**src/rtl/i2s_dac_serializer.sv**
```systemverilog
//------------------------------------------------------------------------------
// Module      : i2s_dac_serializer
// Description : I2S transmit serializer for the codec DAC path. Accepts
//               stereo PCM pairs through a one-entry holding register and
//               shifts them out MSB first on dacdat. bclk and daclrc come
//               from the codec (slave mode) and are oversampled on mclk.
//               Optional macro I2S_DAC_UNDERRUN_MUTE_EN: when defined, an
//               underrun clears the active pair so a silent frame is sent;
//               when undefined, the previous pair is repeated.
// Revision    : 1.0 - initial release
//------------------------------------------------------------------------------
`timescale 1ns/1ps
`default_nettype none

module i2s_dac_serializer #(
  parameter int DATA_WIDTH  = 16,
  parameter int SYNC_STAGES = 2
) (
  input  logic                  mclk,
  input  logic                  rst,
  input  logic                  bclk,
  input  logic                  daclrc,
  input  logic [DATA_WIDTH-1:0] in_left,
  input  logic [DATA_WIDTH-1:0] in_right,
  input  logic                  in_valid,
  output logic                  in_ready,
  output logic                  dacdat,
  output logic                  underrun
);

  // Counter must be able to hold DATA_WIDTH, which marks "word exhausted".
  localparam int                C_CNT_W    = $clog2(DATA_WIDTH + 1);
  localparam logic [C_CNT_W-1:0] C_CNT_DONE = C_CNT_W'(DATA_WIDTH);
  localparam logic [C_CNT_W-1:0] C_CNT_ONE  = C_CNT_W'(1);

  // Synchronizer chains and edge-history flops
  logic [SYNC_STAGES-1:0] bclk_sync_q, bclk_sync_d;
  logic [SYNC_STAGES-1:0] lrc_sync_q,  lrc_sync_d;
  logic                   bclk_hist_q, bclk_hist_d;
  logic                   lrc_hist_q,  lrc_hist_d;

  // Input holding register
  logic [DATA_WIDTH-1:0]  hold_left_q,  hold_left_d;
  logic [DATA_WIDTH-1:0]  hold_right_q, hold_right_d;
  logic                   hold_valid_q, hold_valid_d;
  logic                   in_ready_q,   in_ready_d;

  // Active pair and serializer
  logic [DATA_WIDTH-1:0]  act_left_q,   act_left_d;
  logic [DATA_WIDTH-1:0]  act_right_q,  act_right_d;
  logic [DATA_WIDTH-1:0]  shift_q,      shift_d;
  logic [C_CNT_W-1:0]     cnt_q,        cnt_d;
  logic                   aligned_q,    aligned_d;
  logic                   dacdat_q,     dacdat_d;
  logic                   underrun_q,   underrun_d;

  // Synchronized levels and their detected edges
  logic                   bclk_s;
  logic                   lrc_s;
  logic                   bclk_fall;
  logic                   lrc_fall;
  logic                   lrc_rise;
  logic                   accept;

  // Edge detection: compare the last sync stage against its history flop.
  always_comb begin
    bclk_sync_d = {bclk_sync_q[SYNC_STAGES-2:0], bclk};
    lrc_sync_d  = {lrc_sync_q[SYNC_STAGES-2:0], daclrc};
    bclk_s      = bclk_sync_q[SYNC_STAGES-1];
    lrc_s       = lrc_sync_q[SYNC_STAGES-1];
    bclk_hist_d = bclk_s;
    lrc_hist_d  = lrc_s;
    bclk_fall   = bclk_hist_q & ~bclk_s;
    lrc_fall    = lrc_hist_q  & ~lrc_s;
    lrc_rise    = ~lrc_hist_q & lrc_s;
  end

  // Next-state logic for the holding register, frame start and serializer.
  always_comb begin
    hold_left_d  = hold_left_q;
    hold_right_d = hold_right_q;
    hold_valid_d = hold_valid_q;
    act_left_d   = act_left_q;
    act_right_d  = act_right_q;
    shift_d      = shift_q;
    cnt_d        = cnt_q;
    aligned_d    = aligned_q;
    dacdat_d     = dacdat_q;
    underrun_d   = 1'b0;

    // An accept can only happen while the holding register is empty, so it
    // never collides with the frame-start transfer below.
    accept = in_valid & in_ready_q;
    if (accept) begin
      hold_left_d  = in_left;
      hold_right_d = in_right;
      hold_valid_d = 1'b1;
    end

    if (lrc_fall) begin
      // Frame start: the first falling edge after reset also aligns us.
      aligned_d = 1'b1;
      cnt_d     = '0;
      if (hold_valid_q) begin
        act_left_d   = hold_left_q;
        act_right_d  = hold_right_q;
        shift_d      = hold_left_q;
        hold_valid_d = 1'b0;
      end else begin
        underrun_d = 1'b1;
`ifdef I2S_DAC_UNDERRUN_MUTE_EN
        act_left_d  = '0;
        act_right_d = '0;
        shift_d     = '0;
`else
        shift_d     = act_left_q;
`endif
      end
    end else if (lrc_rise && aligned_q) begin
      // Right channel load; dacdat keeps its value, giving the 1-bclk delay.
      shift_d = act_right_q;
      cnt_d   = '0;
    end else if (bclk_fall) begin
      if (cnt_q < C_CNT_DONE) begin
        dacdat_d = shift_q[DATA_WIDTH-1];
        shift_d  = {shift_q[DATA_WIDTH-2:0], 1'b0};
        cnt_d    = cnt_q + C_CNT_ONE;
      end else begin
        // Slots beyond the word (or before alignment) carry zero.
        dacdat_d = 1'b0;
      end
    end

    in_ready_d = ~hold_valid_d;
  end

  // State registers; reset asserts asynchronously and releases on mclk.
  always_ff @(posedge mclk or negedge rst) begin
    if (!rst) begin
      bclk_sync_q  <= '0;
      lrc_sync_q   <= '0;
      bclk_hist_q  <= 1'b0;
      lrc_hist_q   <= 1'b0;
      hold_left_q  <= '0;
      hold_right_q <= '0;
      hold_valid_q <= 1'b0;
      in_ready_q   <= 1'b1;
      act_left_q   <= '0;
      act_right_q  <= '0;
      shift_q      <= '0;
      cnt_q        <= C_CNT_DONE;
      aligned_q    <= 1'b0;
      dacdat_q     <= 1'b0;
      underrun_q   <= 1'b0;
    end else begin
      bclk_sync_q  <= bclk_sync_d;
      lrc_sync_q   <= lrc_sync_d;
      bclk_hist_q  <= bclk_hist_d;
      lrc_hist_q   <= lrc_hist_d;
      hold_left_q  <= hold_left_d;
      hold_right_q <= hold_right_d;
      hold_valid_q <= hold_valid_d;
      in_ready_q   <= in_ready_d;
      act_left_q   <= act_left_d;
      act_right_q  <= act_right_d;
      shift_q      <= shift_d;
      cnt_q        <= cnt_d;
      aligned_q    <= aligned_d;
      dacdat_q     <= dacdat_d;
      underrun_q   <= underrun_d;
    end
  end

  assign in_ready = in_ready_q;
  assign dacdat   = dacdat_q;
  assign underrun = underrun_q;

endmodule

`default_nettype wire

```
**config.mk**
```make
export PLATFORM = sky130hd
export DESIGN_NAME = i2s_dac_serializer
export DESIGN_NICKNAME = d
export VERILOG_FILES = /design/src/rtl/i2s_dac_serializer.sv
export SDC_FILE = /design/constraint.sdc
export NUM_CORES = 1
export LEC_CHECK = 0
export BUFFER_PORTS_ARGS = -buffer_cell sky130_fd_sc_hd__buf_2
export CAP_MARGIN = 10
export CORE_MARGIN = 2
export CORE_UTILIZATION = 25
export CTS_CLUSTER_DIAMETER = 200
export CTS_CLUSTER_SIZE = 12
export DETAILED_ROUTE_END_ITERATION = 10
export GPL_TIMING_DRIVEN = 1
export PLACE_DENSITY = 0.43
export SYNTH_ARGS = -nofsm -noshare
export SYNTH_HDL_FRONTEND = slang
export SYNTH_SLANG_ARGS = --single-unit
export TNS_END_PERCENT = 5
```
**constraint.sdc**
```tcl
create_clock -name mclk -period 1.5 [get_ports mclk]
set_clock_uncertainty 0.15 [all_clocks]
set_input_delay 0.225 -clock mclk [delete_from_list [all_inputs] [get_ports mclk]]
set_output_delay 0.225 -clock mclk [all_outputs]
set_load 0.02 [all_outputs]
```
==> impl_metrics.toml <==
[power]
swShare_pct = 26.7
power.switching_mw = 2.62
p_per_area_mw_per_mm2 = 1770
power_frac_comb_pct = 30.0
share_seq_of_total_power_pct = 44.8
power.clock.fraction_pct = 25.2
ir_drop_uv = 647
p_int_mw = 7.22
p_leak_nw = 2.46

[timing]
tightest_slew_ns = 0.336
finalCriticalPeriod_ns = 1.51
finalSetupViolations = 6
fin_ws_ns = -0.0133
finalCritPeriodShare_pct = 101
slew_viol_final = 0
fmax_mhz = 661
whs_ns = 0.121
hold_violations = 0
rsz0062_at_grt = "true"
slew_headroom_pct = 77.3

[finish]
final_cell_mix = "dfrtp_1 (93), mux2_2 (47), buf_2 (38)"
drive_above_1_share_pct = 49.1
layout_commonest_cell = "dfrtp_1"
design_area_sq_mm = 0.00556
area_delta_synth_final_pct = 34.2
nNetsFinal = 405
antenna_cells = 0

[global_route]
grt_pass1_vias = 2679
grt_max_degree = 35
grt_pass1_wl_um = 14500
grtUsageTotal_pct = 10.6
grt_overflow = 0
antenna_found_initial = 0

[placement]
portBuffers = 39
place_area_sq_mm = 0.00476
gp_routability_congestion = 0.750
dp_hpwl_um = 5610
dp_slack_ns = -0.0394

[critical_path]
crit-reg2reg-launch = "in_ready"
crit_slowest_cell = "dfstp_2"
r2r_end = "hold_right_q[14]"
path_buf_inv = 1
path_cells = "and2_4, buf_12, mux2_2"
crit_arrival_ns = 1.59
end_kind = "flop"
crit_family = "flip-flops"
reg2reg_depth = 3
crit_type = "reg -> reg"
cp-start-kind = "flop"
reg2reg_slack_ns = -0.01
worstPathRequired_ns = 1.57
cpPeakStageDelay_ns = 0.54
crit_fanout = 22

[floorplanning]
die-area_sq_mm = 0.0176
rows = 47
die_h_um = 133
start_util_pct = 25.2
coreArea_sq_mm = 0.0164
io_pins = 40
die_w_um = 133

[clock_tree]
root_buffer = "clkbuf_16"
clk_path_buf_depth = 2
clk_pin_slew_ns = 0.07
numClockSinks = 96
clock_latency_ns = 0.34
cts_setup_buffers = 0
cts_tree = "yes"
cts_buffers = 9
htree_levels = 3

[yosys]
synth.distinct_cells = 36
yosys-top-cells-area = "dfrtp_1 (57%), mux2_2 (14%), mux2_4 (10%)"
syn_nets = 314
synth.top_cell.area_share_pct = 56.8
avgSynthCellArea_sq_um = 15.0
synth_largest_area_cell = "dfrtp_1"
ys_seq_elements = 96
yosysSeqAreaShare_pct = 58.1
synth.cell_area_sq_mm = 0.00414
synthCells = 276
ys_warn_count = 0

[drt]
drtIter0Drc = 96
final_antenna_net_count = 0
num_vias = 2526
wl_per_cell_um = 14.4
route.detailed.drc = 0
drt-total-wl_um = 8530
firstDrtPassIters = 6
viasPerCell = 4.27

[status]
status = "complete, but fails checks"
failed_checks = "negative setup slack"

[hold_path]
min_path_type = "in -> async"

[flow_run]
maxCapViolations = 0
[worst reg2reg max path, delay by kind of cell (launching register included)]
kind / cells / cell delay, ns
buf+inv: 1 / 0.17
flops: 1 / 0.54
mux: 1 / 0.38
simple gates: 1 / 0.16
[cell families (layout without fill, tap and decap cells)]
family | count (synthesis) | count (layout) | share of synthesized area (%)
xor gates and xnor gates | 2 | 2 | 0.423
AOI/OAI and AO/OA | 55 | 55 | 10.1
and+or+nand+nor | 21 | 21 | 3.45
muxes | 82 | 82 | 24.8
buffers and inverters | 19 | 114 | 2.87
DFF | 96 | 96 | 58.1
adders and majority gates | 1 | 1 | 0.302
[registers in the layout, summed over array words and instances, names as in the netlist]
name / cells
bclk_sync_q: 2
shift_q: 16
hold_valid_q: 1
act_right_q: 16
in_ready: 1
bclk_hist_q: 1
lrc_hist_q: 1
aligned_q: 1
dacdat: 1
hold_right_q: 16
underrun: 1
lrc_sync_q: 2
hold_left_q: 16
act_left_q: 16
cnt_q: 5
[per-layer routing]
metal  track usage (%)  up-vias  share of wire (%)
li1                  -     1196                  -
met1              14.5     1293                 49
met2              15.9       31                 46
met3              3.37        6                3.3
met4              3.23        0                1.2
met5                 0        -                  0
[through the flow]
stage,instances,setup TNS (ns),util (%),total power [mW]
6_report,591,-0.0324,33.9,9.85
3_3_place_gp,541,-0.415,29.0,7.14
5_1_grt,591,-1.65,33.9,10.5
3_5_place_dp,541,-0.620,29.0,7.20
2_1_floorplan,276,-2.39,-,6.43
4_1_cts,591,-0.367,33.3,9.84
[area by class of cell]
class	instances	area (sq um)
Multi-Input combinational cell	161	1730
Tap cell	220	275
Sequential cell	96	2410
Fill cell	1626	10900
Clock inverter	3	65.1
Timing Repair Buffer	99	826
Clock buffer	12	256
[power by group through the flow]
stage               Clock (mW)  Sequential [mW]  Combinational [mW]
CTS                       2.57             4.41                2.87
global route              2.70             4.57                3.21
global placement             0             4.42                2.71
finish                    2.48             4.41                2.95
floorplan                    0             4.18                2.25
detailed placement           0             4.43                2.76
[what timing repair did]
action | 4_1_cts | 5_1_grt
resized for setup | 9 | 22
endpoints found under the setup margin | 50 | 53
endpoints found under the hold margin | 128 | 0
pin swaps | 3 | 1
hold buffers | 35 | 0
[worst max-delay path by stage]
stage,start,end,slack (ns),cells after the start
final,in_ready,hold_right_q[14],-0.01,3
after global routing,bclk_sync_q[1],shift_q[5],-0.07,4
after CTS,bclk_sync_q[1],shift_q[10],-0.05,4
after detailed placement,lrc_sync_q[1],shift_q[13],-0.04,4
after global placement,lrc_sync_q[1],shift_q[12],-0.03,4
after floorplan,in_ready,hold_left_q[0],-0.06,4
[cells in the mapped netlist (all sizes together)]
| cell | instances |
|---|---|
| dfrtp | 94 |
| nand2 | 2 |
| a21o | 1 |
| dfstp | 2 |
| xor2 | 1 |
| o22ai | 1 |
| or3b | 1 |
| and3b | 1 |
| a21oi | 2 |
| mux2i | 2 |
| nor2 | 5 |
| nand2b | 3 |
| a22oi | 15 |
| mux2 | 80 |
| a2bb2oi | 15 |
| a21boi | 1 |
| nand4b | 1 |
| a31oi | 1 |
| and2 | 1 |
| buf | 17 |
| nor4bb | 1 |
| ha | 1 |
| clkbuf | 2 |
| o21a | 1 |
| nand3 | 2 |
| or3 | 1 |
| o211ai | 15 |
| o21ai | 3 |
| nor2b | 2 |
| xnor2 | 1 |
| nand3b | 1 |
Note: power is estimated with default switching activity, not from simulation.
